File: src/rtl/pattern_frame_ctrl_if.sv
// Host/detector handshake bundle for pattern_frame_ctrl.
interface pattern_frame_ctrl_if #(
  parameter int unsigned WIDTH = 8,
  parameter int unsigned CNT_W = 4
);
  logic             start;
  logic [WIDTH-1:0] data_in;
  logic             abort;
  logic             busy;
  logic             done;
  logic [CNT_W-1:0] hit_count;
  logic             det_clr;
  logic             det_en;
  logic             det_bit;
  logic             det_hit;

  modport master (
    output start, data_in, abort, det_hit,
    input  busy, done, hit_count, det_clr, det_en, det_bit
  );

  modport slave (
    input  start, data_in, abort, det_hit,
    output busy, done, hit_count, det_clr, det_en, det_bit
  );
endinterface

File: src/rtl/pattern_frame_ctrl.sv
// Streams a WIDTH-bit frame MSB-first into a registered serial pattern
// detector, aligns its one-cycle-late hit output and reports the hit count.
module pattern_frame_ctrl #(
  parameter int unsigned WIDTH = 8,
  parameter int unsigned CNT_W = 4
) (
  input logic               clk,
  input logic               rst_n,
  pattern_frame_ctrl_if.slave bus
);

  localparam int unsigned BCW = $clog2(WIDTH);
  localparam logic [BCW-1:0] LAST_BIT = BCW'(WIDTH - 1);

  typedef enum logic [2:0] {
    S_IDLE,
    S_CLEAR,
    S_SHIFT,
    S_DRAIN,
    S_DONE
  } state_t;

  state_t           r_state;
  state_t           w_next;
  logic             w_accept;

  logic [WIDTH-1:0] r_shift;
  logic [BCW-1:0]   r_bit_cnt;
  logic [CNT_W-1:0] r_count;
  logic             r_en_d;

  logic             r_busy;
  logic             r_done;
  logic [CNT_W-1:0] r_hit_count;
  logic             r_det_clr;
  logic             r_det_en;
  logic             r_det_bit;

  always_comb begin
    w_next   = r_state;
    w_accept = 1'b0;
    unique case (r_state)
      S_IDLE: begin
        if (bus.start) begin
          w_next   = S_CLEAR;
          w_accept = 1'b1;
        end
      end
      S_CLEAR: w_next = bus.abort ? S_IDLE : S_SHIFT;
      S_SHIFT: begin
        if (bus.abort)                 w_next = S_IDLE;
        else if (r_bit_cnt == LAST_BIT) w_next = S_DRAIN;
      end
      S_DRAIN: w_next = bus.abort ? S_IDLE : S_DONE;
      S_DONE: begin
        if (bus.start) begin
          w_next   = S_CLEAR;
          w_accept = 1'b1;
        end else begin
          w_next   = S_IDLE;
        end
      end
      default: w_next = S_IDLE;
    endcase
  end

  always_ff @(posedge clk or negedge rst_n) begin
    if (!rst_n) r_state <= S_IDLE;
    else        r_state <= w_next;
  end

  // Strobes are decoded from the next state so they line up with the state
  // they belong to; done/hit_count are taken from the DONE state itself,
  // which lands them one cycle after DONE once the DRAIN sample is counted.
  always_ff @(posedge clk or negedge rst_n) begin
    if (!rst_n) begin
      r_shift     <= '0;
      r_bit_cnt   <= '0;
      r_count     <= '0;
      r_en_d      <= 1'b0;
      r_busy      <= 1'b0;
      r_done      <= 1'b0;
      r_hit_count <= '0;
      r_det_clr   <= 1'b0;
      r_det_en    <= 1'b0;
      r_det_bit   <= 1'b0;
    end else begin
      r_en_d    <= r_det_en;
      r_busy    <= (w_next == S_CLEAR) || (w_next == S_SHIFT) || (w_next == S_DRAIN);
      r_det_clr <= (w_next == S_CLEAR);
      r_det_en  <= (w_next == S_SHIFT);
      r_det_bit <= (w_next == S_SHIFT) ? r_shift[WIDTH-1] : 1'b0;
      r_done    <= (r_state == S_DONE);

      if (r_state == S_DONE) r_hit_count <= r_count;

      if (w_accept) begin
        r_shift   <= bus.data_in;
        r_bit_cnt <= '0;
        r_count   <= '0;
      end else begin
        if (w_next == S_SHIFT) r_shift <= r_shift << 1;
        if (r_state == S_SHIFT) r_bit_cnt <= r_bit_cnt + BCW'(1);
        if (r_en_d && bus.det_hit && (r_count != '1)) r_count <= r_count + CNT_W'(1);
      end
    end
  end

  assign bus.busy      = r_busy;
  assign bus.done      = r_done;
  assign bus.hit_count = r_hit_count;
  assign bus.det_clr   = r_det_clr;
  assign bus.det_en    = r_det_en;
  assign bus.det_bit   = r_det_bit;

endmodule

File: src/flat_wrapper.sv
// flat-port wrapper written by rule: the top's interface ports become plain ports
module pattern_frame_ctrl_flat 
#(
  parameter int unsigned WIDTH = 8,
  parameter int unsigned CNT_W = 4
)
  (clk, rst_n, bus_start, bus_data_in, bus_abort, bus_det_hit, bus_busy, bus_done, bus_hit_count, bus_det_clr, bus_det_en, bus_det_bit);
  pattern_frame_ctrl_if #(.WIDTH(WIDTH), .CNT_W(CNT_W)) bus_i ();
  input logic clk;
  input logic rst_n;
  input wire logic [$bits(bus_i.start)-1:0] bus_start;
  input wire logic [$bits(bus_i.data_in)-1:0] bus_data_in;
  input wire logic [$bits(bus_i.abort)-1:0] bus_abort;
  input wire logic [$bits(bus_i.det_hit)-1:0] bus_det_hit;
  output wire logic [$bits(bus_i.busy)-1:0] bus_busy;
  output wire logic [$bits(bus_i.done)-1:0] bus_done;
  output wire logic [$bits(bus_i.hit_count)-1:0] bus_hit_count;
  output wire logic [$bits(bus_i.det_clr)-1:0] bus_det_clr;
  output wire logic [$bits(bus_i.det_en)-1:0] bus_det_en;
  output wire logic [$bits(bus_i.det_bit)-1:0] bus_det_bit;
  assign bus_i.start = bus_start;
  assign bus_i.data_in = bus_data_in;
  assign bus_i.abort = bus_abort;
  assign bus_i.det_hit = bus_det_hit;
  assign bus_busy = bus_i.busy;
  assign bus_done = bus_i.done;
  assign bus_hit_count = bus_i.hit_count;
  assign bus_det_clr = bus_i.det_clr;
  assign bus_det_en = bus_i.det_en;
  assign bus_det_bit = bus_i.det_bit;
  pattern_frame_ctrl #(.WIDTH(WIDTH), .CNT_W(CNT_W)) u_core (.clk(clk), .rst_n(rst_n), .bus(bus_i));
endmodule
File: config.mk
export PLATFORM = sky130hd
export DESIGN_NAME = pattern_frame_ctrl_flat
export DESIGN_NICKNAME = d
export VERILOG_FILES = /design/src/rtl/pattern_frame_ctrl_if.sv /design/src/rtl/pattern_frame_ctrl.sv /design/src/flat_wrapper.sv
export SDC_FILE = /design/constraint.sdc
export NUM_CORES = 1
export LEC_CHECK = 0
export CAP_MARGIN = 20
export CORE_UTILIZATION = 51
export CTS_CLUSTER_DIAMETER = 200
export DETAILED_ROUTE_END_ITERATION = 8
export HOLD_SLACK_MARGIN = 0.12
export PLACE_DENSITY = 0.79
export SLEW_MARGIN = 10
export SYNTH_ARGS = -nofsm -noshare
export SYNTH_HDL_FRONTEND = slang
export SYNTH_SLANG_ARGS = --single-unit
export TNS_END_PERCENT = 10
File: constraint.sdc
create_clock -name clk -period 2.6 [get_ports clk]
set_input_delay 0.39 -clock clk [delete_from_list [all_inputs] [get_ports clk]]
set_output_delay 0.39 -clock clk [all_outputs]
set_load 0.05 [all_outputs]
==> results of run 1 <==
-- power groups by stage --
| stage | clock [mW] | sequential (mW) | combinational (mW) |
|---|---|---|---|
| CTS | 0.215 | 0.623 | 0.484 |
| global route | 0.230 | 0.638 | 0.517 |
| floorplan | 0 | 0.668 | 0.330 |
| finish | 0.210 | 0.622 | 0.479 |
| global placement | 0 | 0.625 | 0.464 |
| detailed placement | 0 | 0.630 | 0.483 |
-- flip-flops by register name, summed over array words and instances, names as in the netlist --
| signal | flops |
|---|---|
| u_core.r_count | 4 |
| u_core.r_shift | 8 |
| u_core.r_state | 3 |
| u_core.bus.done | 1 |
| u_core.bus.det_en | 1 |
| u_core.bus.det_clr | 1 |
| u_core.r_bit_cnt | 3 |
| u_core.bus.busy | 1 |
| u_core.bus.hit_count | 4 |
| u_core.r_en_d | 1 |
| u_core.bus.det_bit | 1 |
-- stage by stage --
| step | std cells | setup WS, ps | hold slack, ps |
|---|---|---|---|
| 2_1_floorplan | 96 | 617 | 94.4 |
| 3_5_place_dp | 145 | 485 | 388 |
| 3_3_place_gp | 145 | 508 | 359 |
| 5_1_grt | 149 | 419 | 427 |
| 6_report | 149 | 486 | 411 |
| 4_1_cts | 149 | 483 | 419 |
-- routing by layer --
layer,vias up,GRT usage (%)
met4,0,8.33
met1,417,25.4
met2,12,31.0
met3,2,2.61
met5,-,0
li1,398,-
-- logic make-up after synthesis --
group / share of synthesized area, %
buffers and inverters: 2.85
XOR/XNOR: 0.665
AND/OR/NAND/NOR: 9.97
AO/OA/AOI/OAI: 10.8
flip-flops: 53.2
multiplexers: 19.7
adder cells (fa/ha/maj): 2.85
-- worst max-delay path by stage --
stage	start	to	slack [ps]	cells after the start
floorplan	u_core.r_bit_cnt[0]$_DFFE_PN0P_	u_core.r_shift[1]$_DFFE_PN0P_	620	5
global placement	bus_abort	u_core.r_shift[1]$_DFFE_PN0P_	510	4
detailed placement	bus_start	u_core.r_shift[1]$_DFFE_PN0P_	490	4
CTS	u_core.r_bit_cnt[0]$_DFFE_PN0P_	u_core.r_shift[1]$_DFFE_PN0P_	480	5
global route	u_core.r_bit_cnt[0]$_DFFE_PN0P_	u_core.r_shift[1]$_DFFE_PN0P_	420	5
finish	u_core.r_bit_cnt[0]$_DFFE_PN0P_	u_core.r_shift[1]$_DFFE_PN0P_	490	5
-- area by class of cell --
cell class / count / area [sq um]
fill: 179 / 872
sequential: 28 / 701
multi-input combinational: 62 / 579
timing repair buffer: 22 / 218
tap: 30 / 37.5
clock buffer: 4 / 36.3
inverter: 3 / 11.3
-- worst max-delay path, cell delays in order, from the launching register on --
cell and delay, ps:
dfrtp_1 430, ha_1 210, ha_1 180, or3b_1 440
o211ai_4 390, mux2_2 380
-- synthesized netlist by cell type, drive strengths merged --
cell,instances,area share (%)
o31ai,1,0.57
a21oi,5,1.9
nor3b,1,0.95
and3,2,0.95
buf,2,1.7
or4b,1,0.76
o311ai,1,0.66
mux2,19,20
or2,1,0.48
nor2,3,0.85
nand2b,1,0.48
or2b,1,0.57
ha,3,2.8
or3,2,0.95
nand3,2,0.76
inv,3,0.85
o41ai,1,0.66
xnor2,1,0.66
o21bai,1,0.57
and2,1,0.48
o21ai,4,1.5
clkbuf,1,0.28
o211ai,1,1.6
or3b,3,2.2
a22o,5,3.3
nand2,2,0.57
dfrtp,28,53
==> flow_summary.json, run 1 <==
{
  "status": "completed",
  "root_buffer": "clkbuf_4",
  "cts_made_buffers": 3,
  "synth_area_sq_um": 1320,
  "cp-start-kind": "flop",
  "clkTransAtPathRegs_ps": 150,
  "rrSetupSlack_ps": 490,
  "period_needed_ps": 2110,
  "max_cap_viol_count": 0,
  "dieArea_sq_um": 2790,
  "grt_pass1_vias": 835,
  "start_util_pct": 53.7,
  "core.rowCount": 18,
  "cp-end-kind": "flop",
  "placement.io_buffers": 21,
  "first_iter_violations": 8,
  "wl_per_cell_microns": 14.9,
  "cts-hold-fix-buffers": 0,
  "finalHoldViolCount": 0,
  "skew_ps": 7.27,
  "p_leak_nw": 0.743,
  "crit_fanout": 8,
  "drt_first_pass_iters": 4,
  "grt_pass1_wl_mm": 3.75,
  "fmax_mhz": 473,
  "clk_path_buf_depth": 2,
  "synth_nets": 112,
  "worst_slew_pin_slew_ps": 503,
  "finish.net_count": 136,
  "drc": 0,
  "drive_gt1_share_pct": 24.4,
  "stdcell_area_sq_um": 1580,
  "sw_frac_of_total_pct": 31.1,
  "syn_avg_cell_area_sq_um": 13.7,
  "syn2layout_area_growth_pct": 20.1,
  "clock_latency_ps": 320,
  "fin_util_pct": 64.5,
  "hold_end": "u_core.r_en_d$_DFF_PN0_",
  "syn_inst": 96,
  "tns_ps": 0,
  "gp_congestion": 0.739,
  "wl_met1_mm": 1.02,
  "powerDensity_nw_per_um2": 828,
  "dp_hpwl_mm": 1.65,
  "io_pins": 22,
  "ys_seq_area_share_pct": 53.2,
  "combPwrFrac_pct": 36.6,
  "p_int_mw": 0.904,
  "routed_wl_mm": 2.23,
  "arrival_ps": 2350,
  "wl_met2_mm": 1.13,
  "antenna_found_initial": 0,
  "core_sq_um": 2450,
  "power.switching_mw": 0.408,
  "viasPerCell": 5.56,
  "reg2reg_to": "u_core.r_shift[1]$_DFFE_PN0P_",
  "cts_tree": "done",
  "worstPathRequired_ps": 2830,
  "cts.sinks": 28,
  "holdCritStartpoint": "u_core.bus.det_en$_DFF_PN0_",
  "antenna_cells": 0,
  "seq_power_share_pct": 47.4,
  "grt_use_total_pct": 19.1,
  "grt_max_degree": 29,
  "synth.distinct_cells": 30,
  "clock_power_share_pct": 16.0,
  "num_vias": 829,
  "post_cts_resized": 0,
  "ys_ff_latch": 28,
  "cts_setup_buffers": 0,
  "relSlewSlack_pct": 66.3,
  "top_layer": "met4",
  "min_path_cells": 0,
  "min_period_over_period_pct": 81.3,
  "hold_path_class": "reg -> reg",
  "r2r_start": "u_core.r_bit_cnt[0]$_DFFE_PN0P_",
  "vdd_drop_max_mv": 0.685,
  "place_area_sq_um": 1550,
  "die_h_microns": 52.8,
  "total_power_mw": 1.31,
  "final_cell_mix": "28 x dfrtp_1, 21 x clkdlybuf4s50_1, 12 x mux2_4",
  "finalMaxSlewViolations": 0,
  "overflow": 0,
  "rsz0062_at_grt": "no",
  "ff2ff_path_depth": 5,
  "setup_viol": 0,
  "htree_levels": 1,
  "worstSetupPathType": "reg -> reg",
  "die_w_microns": 52.8,
  "mostFrequentLayoutCell": "dfrtp_1",
  "met3_length_microns": 67,
  "ant_nets": 0,
  "ys_warn_count": 0
}
Power figures use the tool's default switching activity.
==> run 2: changes to the inputs <==
- CORE_UTILIZATION: 51 -> 46
- PLACE_DENSITY: 0.79 -> 0.75
- clock period: 2.6 -> 1.9 ns (I/O delays scaled with it)
==> flow_summary.json, run 2 (synthesized netlist as in run 1, its figures left out) <==
{
  "core.rowCount": 19,
  "dp_hpwl_mm": 1.62,
  "io_pins": 22,
  "finish.net_count": 145,
  "largest_reg_flops": 8,
  "cp-start-kind": "flop",
  "antenna_found_initial": 0,
  "rrSetupSlack_ps": 10,
  "relSlewSlack_pct": 66.8,
  "tns_ps": 0,
  "grt_use_total_pct": 16.1,
  "ff2ff_path_depth": 6,
  "worst_slew_pin_slew_ps": 496,
  "htree_levels": 1,
  "preCtsSetupSlack_ps": -88.0,
  "crit_fanout": 8,
  "fin_ws_ps": 14.5,
  "cts_made_buffers": 3,
  "dp_cells": 154,
  "crit_end": "u_core.r_shift[4]$_DFFE_PN0P_",
  "grt_pass1_vias": 878,
  "fillers": 212,
  "status": "completed",
  "finalHoldViolCount": 0,
  "min_period_over_period_pct": 99.2,
  "gp_congestion": 0.732,
  "grt_max_degree": 29,
  "startpoint": "u_core.r_bit_cnt[0]$_DFFE_PN0P_",
  "layoutNonFillerInstCount": 159,
  "worstPathRequired_ps": 2130,
  "first_iter_violations": 5,
  "die_h_microns": 55.5,
  "wl_per_cell_microns": 13.7,
  "cts.sinks": 28,
  "syn2layout_area_growth_pct": 29.2,
  "drt_first_pass_iters": 4,
  "root_buffer": "clkbuf_4",
  "worstSetupPathType": "reg -> reg",
  "p_leak_nw": 0.799,
  "cts_tree": "done",
  "die_w_microns": 55.5,
  "placement.io_buffers": 21,
  "clkTransAtPathRegs_ps": 150,
  "dieArea_sq_um": 3080,
  "finalMaxSlewViolations": 0,
  "num_vias": 848,
  "period_needed_ps": 1890,
  "cp-end-kind": "flop",
  "hold_path_class": "in -> async",
  "antenna_cells": 0,
  "final_cell_mix": "28 x dfrtp_1, 21 x clkdlybuf4s50_1, 13 x mux2_4",
  "viasPerCell": 5.33,
  "mostFrequentLayoutCell": "dfrtp_1",
  "fmax_mhz": 530,
  "drc": 0,
  "rsz0062_at_grt": "yes",
  "overflow": 0,
  "setup_viol": 0,
  "skew_ps": 6.15,
  "powerDensity_nw_per_um2": 1170,
  "drive_gt1_share_pct": 32.0,
  "whs_ps": 307,
  "vdd_drop_max_mv": 0.879,
  "fin_util_pct": 62.2,
  "clock_latency_ps": 330,
  "routed_wl_mm": 2.18,
  "regMostFlops": "u_core.r_shift",
  "max_cap_viol_count": 0,
  "clk_path_buf_depth": 2,
  "core_sq_um": 2730,
  "arrival_ps": 2120,
  "grt_pass1_wl_mm": 3.88,
  "start_util_pct": 48.2,
  "r2r_start": "u_core.r_bit_cnt[0]$_DFFE_PN0P_",
  "ant_nets": 0,
  "reg2reg_to": "u_core.r_shift[4]$_DFFE_PN0P_"
}
run 2: cell count changes in the layout (fill, tap and decap cells not counted):
| cell | previous run | this run |
|---|---|---|
| buf_4 | 1 | 9 |
| ha_1 | 3 | 1 |
| buf_12 | 0 | 1 |
| bufinv_16 | 0 | 1 |
| clkbuf_8 | 1 | 0 |
| ha_2 | 0 | 1 |
| ha_4 | 0 | 1 |
| mux2_2 | 7 | 6 |
| mux2_4 | 12 | 13 |
| or3b_1 | 1 | 0 |
| or3b_4 | 1 | 2 |
run 2: per-layer routing:
layer | share of wire [%] | wire length, microns | up-vias | track usage [%]
li1 | - | - | 413 | -
met1 | 47 | 1040 | 412 | 21.9
met2 | 47 | 1020 | 18 | 25.1
met3 | 3.7 | 81 | 5 | 3.51
met4 | 1.9 | 42 | 0 | 6.43
met5 | 0 | 0 | - | 0
run 2: stage by stage:
stage / total power [mW] / area, sq um
after floorplan: 1.38 / 1330
after global placement: 1.55 / 1620
after detailed placement: 1.59 / 1620
after CTS: 2.00 / 1690
after global routing: 2.09 / 1700
final: 1.98 / 1700
run 2: how the worst min path moves through the flow:
stage	to	slack, ps	cells past startpoint
3_3_place_gp	u_core.r_en_d$_DFF_PN0_	360	0
5_1_grt	u_core.bus.hit_count[0]$_DFFE_PN0N_	330	2
2_1_floorplan	u_core.bus.busy$_DFF_PN0_	-10	0
4_1_cts	u_core.bus.hit_count[3]$_DFFE_PN0N_	310	2
6_report	u_core.bus.hit_count[0]$_DFFE_PN0N_	310	2
3_5_place_dp	u_core.r_en_d$_DFF_PN0_	360	0
run 2: power breakdown:
| part | total, mW | leakage, nW | switching (mW) | internal (mW) |
|---|---|---|---|---|
| sequential | 0.839 | 0.368 | 0.0975 | 0.742 |
| combinational | 0.760 | 0.404 | 0.307 | 0.452 |
| clock | 0.384 | 0.0279 | 0.171 | 0.213 |
| total | 1.98 | 0.799 | 0.576 | 1.41 |
run 2: timing repair:
action	4_1_cts	5_1_grt
buffers inserted	1	0
endpoints found under the hold margin	0	0
endpoints found under the setup margin	7	7
hold buffers	0	0
resized for setup	0	1
pin swaps	1	0
run 2: worst max-delay path: stages (launching register included):
cell	delay, ps
dfrtp_1	410
ha_2	200
ha_4	160
or3b_4	390
o211ai_4	180
buf_12	150
mux2_4	300
run 2: final cells by class:
type | instances | area [sq um] | share of cell area [%]
clock buffers | 3 | 22.5 | 1.32
clock inverters | 1 | 30.0 | 1.76
inverters | 3 | 11.3 | 0.662
multi-input cells | 62 | 601 | 35.3
flip-flops and latches | 28 | 701 | 41.2
well taps | 31 | 38.8 | 2.28
repair buffers | 31 | 298 | 17.5
